## src/rtl/imem_loader_if.sv

```systemverilog
// Byte-stream input and instruction-memory write port bundle for imem_loader.
interface imem_loader_if #(
  parameter int DWIDTH = 32
);
  logic [7:0]        byte_in;
  logic              byte_valid;
  logic              byte_ready;
  logic [DWIDTH-1:0] imem_addr;
  logic [DWIDTH-1:0] imem_data;
  logic              imem_we;

  modport master (
    output byte_in, byte_valid,
    input  byte_ready, imem_addr, imem_data, imem_we
  );

  modport slave (
    input  byte_in, byte_valid,
    output byte_ready, imem_addr, imem_data, imem_we
  );
endinterface

```

## src/rtl/imem_loader.sv

```systemverilog
// Framed little-endian byte-stream loader that fills instruction memory and holds
// the core in reset until a frame with a correct XOR checksum has been written.
//
// state | meaning
// IDLE  | after reset, waiting for start
// LEN0  | waiting for word count low byte
// LEN1  | waiting for word count high byte, range check
// DATA  | collecting the 4 bytes of a word
// WRITE | one-cycle memory write of the assembled word
// CSUM  | waiting for checksum byte
// DONE  | frame good, core released
// ERR   | frame rejected, core held
module imem_loader #(
  parameter int AWIDTH = 10,
  parameter int DWIDTH = 32
) (
  input  logic        clk,
  input  logic        rst,
  input  logic        start_i,
  imem_loader_if.slave bus,
  output logic        core_hold_o,
  output logic        done_o,
  output logic        error_o,
  output logic [15:0] words_loaded_o
);

  typedef enum logic [2:0] {
    S_IDLE, S_LEN0, S_LEN1, S_DATA, S_WRITE, S_CSUM, S_DONE, S_ERR
  } state_t;

  localparam logic [16:0] CAP = 17'(1) << (AWIDTH - 2);

  state_t            state_q, state_d;
  logic [1:0]        byte_cnt_q, byte_cnt_d;
  logic [15:0]       len_q, len_d;
  logic [7:0]        acc_q, acc_d;
  logic [23:0]       word_q, word_d;
  logic [15:0]       words_q, words_d;
  logic [DWIDTH-1:0] addr_q, addr_d;
  logic [DWIDTH-1:0] data_q, data_d;
  logic              we_q, we_d;
  logic              ready_q, ready_d;
  logic              hold_q, hold_d;
  logic              done_q, done_d;
  logic              err_q, err_d;

  logic              xfer;
  logic [15:0]       len_full;
  logic [15:0]       words_inc;

  always_ff @(posedge clk) begin
    if (rst) begin
      state_q    <= S_IDLE;
      byte_cnt_q <= '0;
      len_q      <= '0;
      acc_q      <= '0;
      word_q     <= '0;
      words_q    <= '0;
      addr_q     <= '0;
      data_q     <= '0;
      we_q       <= 1'b0;
      ready_q    <= 1'b0;
      hold_q     <= 1'b1;
      done_q     <= 1'b0;
      err_q      <= 1'b0;
    end else begin
      state_q    <= state_d;
      byte_cnt_q <= byte_cnt_d;
      len_q      <= len_d;
      acc_q      <= acc_d;
      word_q     <= word_d;
      words_q    <= words_d;
      addr_q     <= addr_d;
      data_q     <= data_d;
      we_q       <= we_d;
      ready_q    <= ready_d;
      hold_q     <= hold_d;
      done_q     <= done_d;
      err_q      <= err_d;
    end
  end

  always_comb begin
    state_d    = state_q;
    byte_cnt_d = byte_cnt_q;
    len_d      = len_q;
    acc_d      = acc_q;
    word_d     = word_q;
    words_d    = words_q;
    addr_d     = addr_q;
    data_d     = data_q;

    // ready_q mirrors "state is a receiving state", so it doubles as the accept qualifier
    xfer      = bus.byte_valid && ready_q;
    len_full  = {bus.byte_in, len_q[7:0]};
    words_inc = words_q + 16'd1;

    unique case (state_q)
      S_IDLE, S_DONE, S_ERR: begin
        if (start_i) begin
          state_d    = S_LEN0;
          words_d    = '0;
          acc_d      = '0;
          byte_cnt_d = '0;
        end
      end
      S_LEN0: begin
        if (xfer) begin
          len_d[7:0] = bus.byte_in;
          acc_d      = acc_q ^ bus.byte_in;
          state_d    = S_LEN1;
        end
      end
      S_LEN1: begin
        if (xfer) begin
          len_d[15:8] = bus.byte_in;
          acc_d       = acc_q ^ bus.byte_in;
          if (len_full == 16'd0 || {1'b0, len_full} > CAP) state_d = S_ERR;
          else                                             state_d = S_DATA;
        end
      end
      S_DATA: begin
        if (xfer) begin
          acc_d      = acc_q ^ bus.byte_in;
          byte_cnt_d = byte_cnt_q + 2'd1;
          unique case (byte_cnt_q)
            2'd0: word_d[7:0]   = bus.byte_in;
            2'd1: word_d[15:8]  = bus.byte_in;
            2'd2: word_d[23:16] = bus.byte_in;
            default: begin
              data_d  = DWIDTH'({bus.byte_in, word_q});
              addr_d  = DWIDTH'({words_q, 2'b00});
              state_d = S_WRITE;
            end
          endcase
        end
      end
      S_WRITE: begin
        words_d = words_inc;
        state_d = (words_inc == len_q) ? S_CSUM : S_DATA;
      end
      S_CSUM: begin
        if (xfer) state_d = (bus.byte_in == acc_q) ? S_DONE : S_ERR;
      end
      default: state_d = S_IDLE;
    endcase

    // Registered outputs are decoded from the next state so they line up with state_q
    ready_d = (state_d == S_LEN0) || (state_d == S_LEN1) ||
              (state_d == S_DATA) || (state_d == S_CSUM);
    we_d    = (state_d == S_WRITE);
    hold_d  = (state_d != S_DONE);
    done_d  = (state_d == S_DONE);
    err_d   = (state_d == S_ERR);
  end

  assign bus.byte_ready  = ready_q;
  assign bus.imem_addr   = addr_q;
  assign bus.imem_data   = data_q;
  assign bus.imem_we     = we_q;
  assign core_hold_o     = hold_q;
  assign done_o          = done_q;
  assign error_o         = err_q;
  assign words_loaded_o  = words_q;

endmodule

```

## src/flat_wrapper.sv

```systemverilog
// flat-port wrapper written by rule: the top's interface ports become plain ports
module imem_loader_flat 
#(
  parameter int AWIDTH = 10,
  parameter int DWIDTH = 32
)
  (clk, rst, start_i, core_hold_o, done_o, error_o, words_loaded_o, bus_byte_in, bus_byte_valid, bus_byte_ready, bus_imem_addr, bus_imem_data, bus_imem_we);
  imem_loader_if #(.DWIDTH(DWIDTH)) bus_i ();
  input  logic clk;
  input  logic rst;
  input  logic start_i;
  output logic core_hold_o;
  output logic done_o;
  output logic error_o;
  output logic [15:0] words_loaded_o;
  input wire logic [$bits(bus_i.byte_in)-1:0] bus_byte_in;
  input wire logic [$bits(bus_i.byte_valid)-1:0] bus_byte_valid;
  output wire logic [$bits(bus_i.byte_ready)-1:0] bus_byte_ready;
  output wire logic [$bits(bus_i.imem_addr)-1:0] bus_imem_addr;
  output wire logic [$bits(bus_i.imem_data)-1:0] bus_imem_data;
  output wire logic [$bits(bus_i.imem_we)-1:0] bus_imem_we;
  assign bus_i.byte_in = bus_byte_in;
  assign bus_i.byte_valid = bus_byte_valid;
  assign bus_byte_ready = bus_i.byte_ready;
  assign bus_imem_addr = bus_i.imem_addr;
  assign bus_imem_data = bus_i.imem_data;
  assign bus_imem_we = bus_i.imem_we;
  imem_loader #(.AWIDTH(AWIDTH), .DWIDTH(DWIDTH)) u_core (.clk(clk), .rst(rst), .start_i(start_i), .bus(bus_i), .core_hold_o(core_hold_o), .done_o(done_o), .error_o(error_o), .words_loaded_o(words_loaded_o));
endmodule
```

## config.mk

```make
export PLATFORM = sky130hd
export DESIGN_NAME = imem_loader_flat
export DESIGN_NICKNAME = d
export VERILOG_FILES = /design/src/rtl/imem_loader_if.sv /design/src/rtl/imem_loader.sv /design/src/flat_wrapper.sv
export SDC_FILE = /design/constraint.sdc
export NUM_CORES = 1
export LEC_CHECK = 0
export BUFFER_PORTS_ARGS = -buffer_cell sky130_fd_sc_hd__buf_2
export CORE_ASPECT_RATIO = 1.2
export CORE_MARGIN = 2
export CORE_UTILIZATION = 35
export CTS_CLUSTER_DIAMETER = 80
export DETAILED_ROUTE_END_ITERATION = 10
export GPL_TIMING_DRIVEN = 0
export PLACE_DENSITY = 0.62
export SETUP_SLACK_MARGIN = 0.2
export SLEW_MARGIN = 0
export SYNTH_ARGS = -nofsm -noshare
export SYNTH_HDL_FRONTEND = slang
export SYNTH_SLANG_ARGS = --single-unit
```

## constraint.sdc

```tcl
create_clock -name clk -period 8.25 [get_ports clk]
set_input_delay 0.4125 -clock clk [delete_from_list [all_inputs] [get_ports clk]]
set_output_delay 0.4125 -clock clk [all_outputs]
set_load 0.1 [all_outputs]
```

# Word level (Yosys, flattened, before mapping)
# Cells that the tools add are included.
# W data, S select, Z words.
# totals
output_inout_bits	85
wordCells	84
register_bits	122
input_bits	12
# op_classes
order_cmp	1
n_mux	18
reduce_logical	23
n_eq_ne	22
n_addsub	2
bitwise	2
# ops
cell	n
$pmux W16 S2	1
$eq A3 B3 Y1 const B	8
$mux W3	8
$pmux W3 S6	1
$reduce_and A3 Y1	6
$add A16 B1 Y16 const B	1
$eq A16 B16 Y1	1
$gt A16 B9 Y1 const B	1
$logic_not A16 Y1	1
$mux W16	1
$mux W8	2
$pmux W8 S2	1
$eq A3 B2 Y1 const B	4
$reduce_or A3 Y1	3
$eq A8 B8 Y1	1
$xor A8 B8 Y8	1
$eq A3 B1 Y1 const B	2
$reduce_and A2 Y1	3
$reduce_bool A2 Y1	3
$logic_or A1 B1 Y1	4
$mux W2	2
$ne A2 B1 Y1 const B	2
$pmux W2 S2	1
$logic_not A3 Y1	1
9 further kinds	9

# Depth between registers and ports, before layout
# depth
depth_word	9
mapped_depth	9
mapped_depth_nobuf	8

# Worst setup path before layout
# Ideal clock, no wire load.
# synth_timing
kind	reg2reg
start	register u_core.words_q[1], in the netlist u_core.words_loaded_o[1]
end	register u_core.ready_q, in the netlist u_core.bus.byte_ready
slack_ns	4.916
path_buffers	1
arrival_time_ns	3.212
required_time_ns	8.128
path_stages_with_launch	10
setup_ns	0.122
cell_sequence	dfxtp_1 ha_1 buf_6 nand3_1 xnor2_1 or4_4 a2111oi_4 o211ai_2 o31a_1 o311a_1
# synth_via
elab_chain_len	8
elab_cells_between_ends	11
cone_classes	add/sub (1); eq/ne (5); mux (2); reduce/logical (3)
# synth_lines
item	line	text
from (decl)	imem_loader.sv:38	logic [15:0] words_q, words_d;
from (signal assigned)	imem_loader.sv:72	words_q <= words_d;
$add A16 B1 Y16 *	imem_loader.sv:96	words_inc = words_q + 16'd1;
$eq A16 B16 Y1 *	imem_loader.sv:140	state_d = (words_inc == len_q) ? S_CSUM : S_DATA;
$mux W3 *	imem_loader.sv:140	
$pmux W3 S6 *	imem_loader.sv:98	unique case (state_q)
$eq A3 B1 Y1 / $eq A3 B2 Y1 (equally long branches)	imem_loader.sv:149	ready_d = (state_d == S_LEN0) || (state_d == S_LEN1) ||
$logic_or A1 B1 Y1 (2 in series)	imem_loader.sv:149	
$logic_or A1 B1 Y1 *	imem_loader.sv:150	(state_d == S_DATA) || (state_d == S_CSUM);
to (signal assigned)	imem_loader.sv:76	ready_q <= ready_d;
to (decl)	imem_loader.sv:42	logic ready_q, ready_d;
# Mark *: on every way between the ends. The rest lies on a longest branch, timed or not.
# A chain may end at the register's enable or synchronous reset.

# Worst setup path in the final report
# Same ends and word-level chain as after synthesis.

==> results.cfg <==
[clocking]
clockRootBuffer = clkbuf_16
h-tree-depth = 4
insertion_delay_ns = 0.43
clock_sinks = 122
clockBufferDepth = 2
postCtsHoldBufs = 0
cts_setup_buffers = 0
cts_tree = built
path_clk_slew_ns = 0.05
cts_resized = 0
numCtsBuffers = 17

[pwr]
internal_power_mw = 1.23
switching_share = 0.338
power.leakage_nw = 2.66
p_per_area_nw_per_um2 = 268
seqPwrFrac = 0.342
vdd_drop_max_uv = 136
clkPwrFrac = 0.424
switchingPower_mw = 0.628
comb_power_share = 0.233

[setup_path]
crit_fanout = 8
cpPeakStageDelay_ns = 0.48
critical-path-top-delay-family = compound AO/OA/AOI/OAI gates
crit_buf_inv = 1
ff2ff_setup_slack_ns = 5.36
crit_path_start = u_core.words_loaded_o[1]$_SDFFE_PP0P_
endpoint = u_core.bus.byte_ready$_SDFF_PP0_
critPathRequiredTime_ns = 8.56
worstSetupPathType = flip-flop to flip-flop
cp_slowest_cell = dfxtp_1
arrival_ns = 3.20
r2r_start = u_core.words_loaded_o[1]$_SDFFE_PP0P_
setup.worst_path.start_class = flip-flop
cp_cell_sequence = ha_1 -> buf_6 -> nand3_1 -> xnor2_1 -> or4_4 -> a2111oi_4 -> o211ai_2 -> o31a_1 -> o311a_1
timing.rr.end = u_core.bus.byte_ready$_SDFF_PP0_
r2r_cells = 9
endpoint_kind = flip-flop
crit_cells = 9

[floorplanning]
core_um2 = 15700
fp.dieH_um = 143
start_util = 0.359
io_pins = 97
die_area_um2 = 17100
rows = 50
die_w_um = 120

[sta]
min_period_over_period = 0.351
worst_slack_ns = 5.36
slew_headroom = 0.411
rsz0062_at_grt = no
period_needed_ns = 2.89
fmax_mhz = 346
drv_slew = 0
finalHoldViolCount = 0
setup_viol = 0
finalSetupTns_ns = 0
skew_ns = 0.0116
worst-slew-pin-transition_ns = 0.880

[synthesis]
postSynthAreaPerCell_um2 = 7.86
synth_top_area_share = 0.433
async_flop_share = 0
ys_seq_area_frac = 0.433
synth_cells = 717
syn_area_um2 = 5640
yosys.area.top_type = dfxtp_1
ys_ff_latch = 122
synth_area_leaders = dfxtp_1 (43%), nand2_1 (9.5%), a21oi_1 (9.2%)
yosysWarnings = 0
synth_edf_count = 0
ys.flop_type = dfxtp_1
synth_cell_type_count = 59

[cells_and_area]
final_common_cell = nand2_1
fillers = 1627
nets = 840
insertedDiodeCount = 0
most-common-layout-cells = nand2_1 (142), dfxtp_1 (122), a21oi_1 (104)
area_delta_synth_final_pct = 23.0
drive_gt1_frac = 0.170

[grt]
grt_pass1_vias = 4911
antenna_found_initial = 0
overflow = 0
grt_pass1_wl_um = 25300
grt_usage = 0.190
grt_max_degree = 17

[place]
port_buffers = 72
dp_slack_ns = 5.37
hpwl_um = 11300
gp_congestion = 0.899

[detailed_routing]
initialDrtViolationCount = 368
vias = 5272
avgRoutedWirePerCell_um = 15.4
viasPerCell = 5.05
drc = 0
first_pass_iters = 5
wl_um = 16100
ant_nets = 0

[status]
outcome = completed

[min_path]
holdCritPathClass = flip-flop to flip-flop
hold_start = u_core.bus.imem_addr[5]$_SDFFE_PP0P_

[flow_run]
maxCapViolCount = 0
-- final cells by class --
cell class / count / area (µm²) / share of cell area
plain buffers: 70 / 349 / 0.0503
clock buffers: 18 / 439 / 0.0633
clock inverters: 14 / 183 / 0.0263
inverters: 9 / 33.8 / 0.00487
multi-input cells: 531 / 2870 / 0.414
flip-flops and latches: 122 / 2440 / 0.352
well taps: 208 / 260 / 0.0375
repair buffers: 72 / 360 / 0.0519
-- kinds of logic (layout without fill, tap and decap cells) --
family                   Yosys count  after routing  synth area share
AO/OA/AOI/OAI                    157            157             0.158
AND/OR/NAND/NOR                  307            307             0.252
adder cells (fa/ha/maj)            5              5            0.0111
buffers and inverters             79            183            0.0679
XOR/XNOR                          30             30            0.0493
flip-flops                       122            122             0.433
other                              1             16          0.000665
multiplexers                      16             16            0.0284
-- stage by stage --
step	utilization	total power, mW	cell area, µm²	instances	hold slack (ns)
3_3_place_gp	0.402	1.07	6310	1012	0.440
4_1_cts	0.442	1.86	6940	1044	0.453
6_report	0.442	1.86	6940	1044	0.449
5_1_grt	0.442	1.93	6940	1044	0.461
2_1_floorplan	-	0.980	5690	732	0.432
3_5_place_dp	0.402	1.08	6310	1012	0.445
-- power by group through the flow --
stage          clock network, mW  registers, mW  logic [mW]
2_1_floorplan                  0          0.693       0.287
3_3_place_gp                   0          0.647       0.426
3_5_place_dp                   0          0.647       0.429
4_1_cts                    0.795          0.634       0.431
5_1_grt                    0.823          0.637       0.471
6_report                   0.788          0.635       0.433
-- sequential cells by signal, indices dropped and copies added (netlist names) --
name / cells
u_core.word_q: 24
u_core.bus.imem_addr: 16
u_core.core_hold_o: 1
u_core.byte_cnt_q: 2
u_core.state_q: 3
u_core.bus.imem_data: 32
u_core.done_o: 1
u_core.acc_q: 8
u_core.bus.byte_ready: 1
u_core.len_q: 16
u_core.error_o: 1
u_core.words_loaded_o: 16
u_core.bus.imem_we: 1
-- Yosys cell counts, drive strengths merged (5+ instances only) --
| master | n |
|---|---|
| nand2 | 142 |
| dfxtp | 122 |
| a21oi | 104 |
| nor2 | 58 |
| clkbuf | 43 |
| nand3 | 36 |
| buf | 27 |
| o21ai | 27 |
| xnor2 | 19 |
| mux2i | 16 |
| nor3 | 11 |
| xor2 | 11 |
| nand3b | 10 |
| inv | 9 |
| and2 | 8 |
| nand4 | 6 |
| nor4 | 6 |
| or3 | 6 |
| ha | 5 |
| or4 | 5 |
-- how the worst min path moves through the flow --
stage / cells after the start / slack [ns] / end
after detailed placement: 2 / 0.44 / u_core.bus.imem_addr[10]$_SDFFE_PP0P_
after global placement: 2 / 0.44 / u_core.bus.imem_addr[9]$_SDFFE_PP0P_
after floorplan: 2 / 0.43 / u_core.bus.imem_data[0]$_SDFFE_PP0P_
final: 2 / 0.45 / u_core.bus.imem_addr[5]$_SDFFE_PP0P_
after CTS: 2 / 0.45 / u_core.bus.imem_addr[5]$_SDFFE_PP0P_
after global routing: 2 / 0.46 / u_core.bus.imem_addr[7]$_SDFFE_PP0P_
-- tightest hold or removal path, stage by stage, from the launching register on --
cell     delay, ns
dfxtp_1       0.30
nand2_1       0.05
a21oi_1       0.05
-- per-layer routing --
layer  track usage  vias to the layer above  share of wire
li1              -                     2631              -
met1         0.227                     2451           0.43
met2         0.334                      163           0.48
met3        0.0459                       27          0.064
met4        0.0632                        0          0.018
met5             0                        -              0
Note: power is estimated with default switching activity, not from simulation.
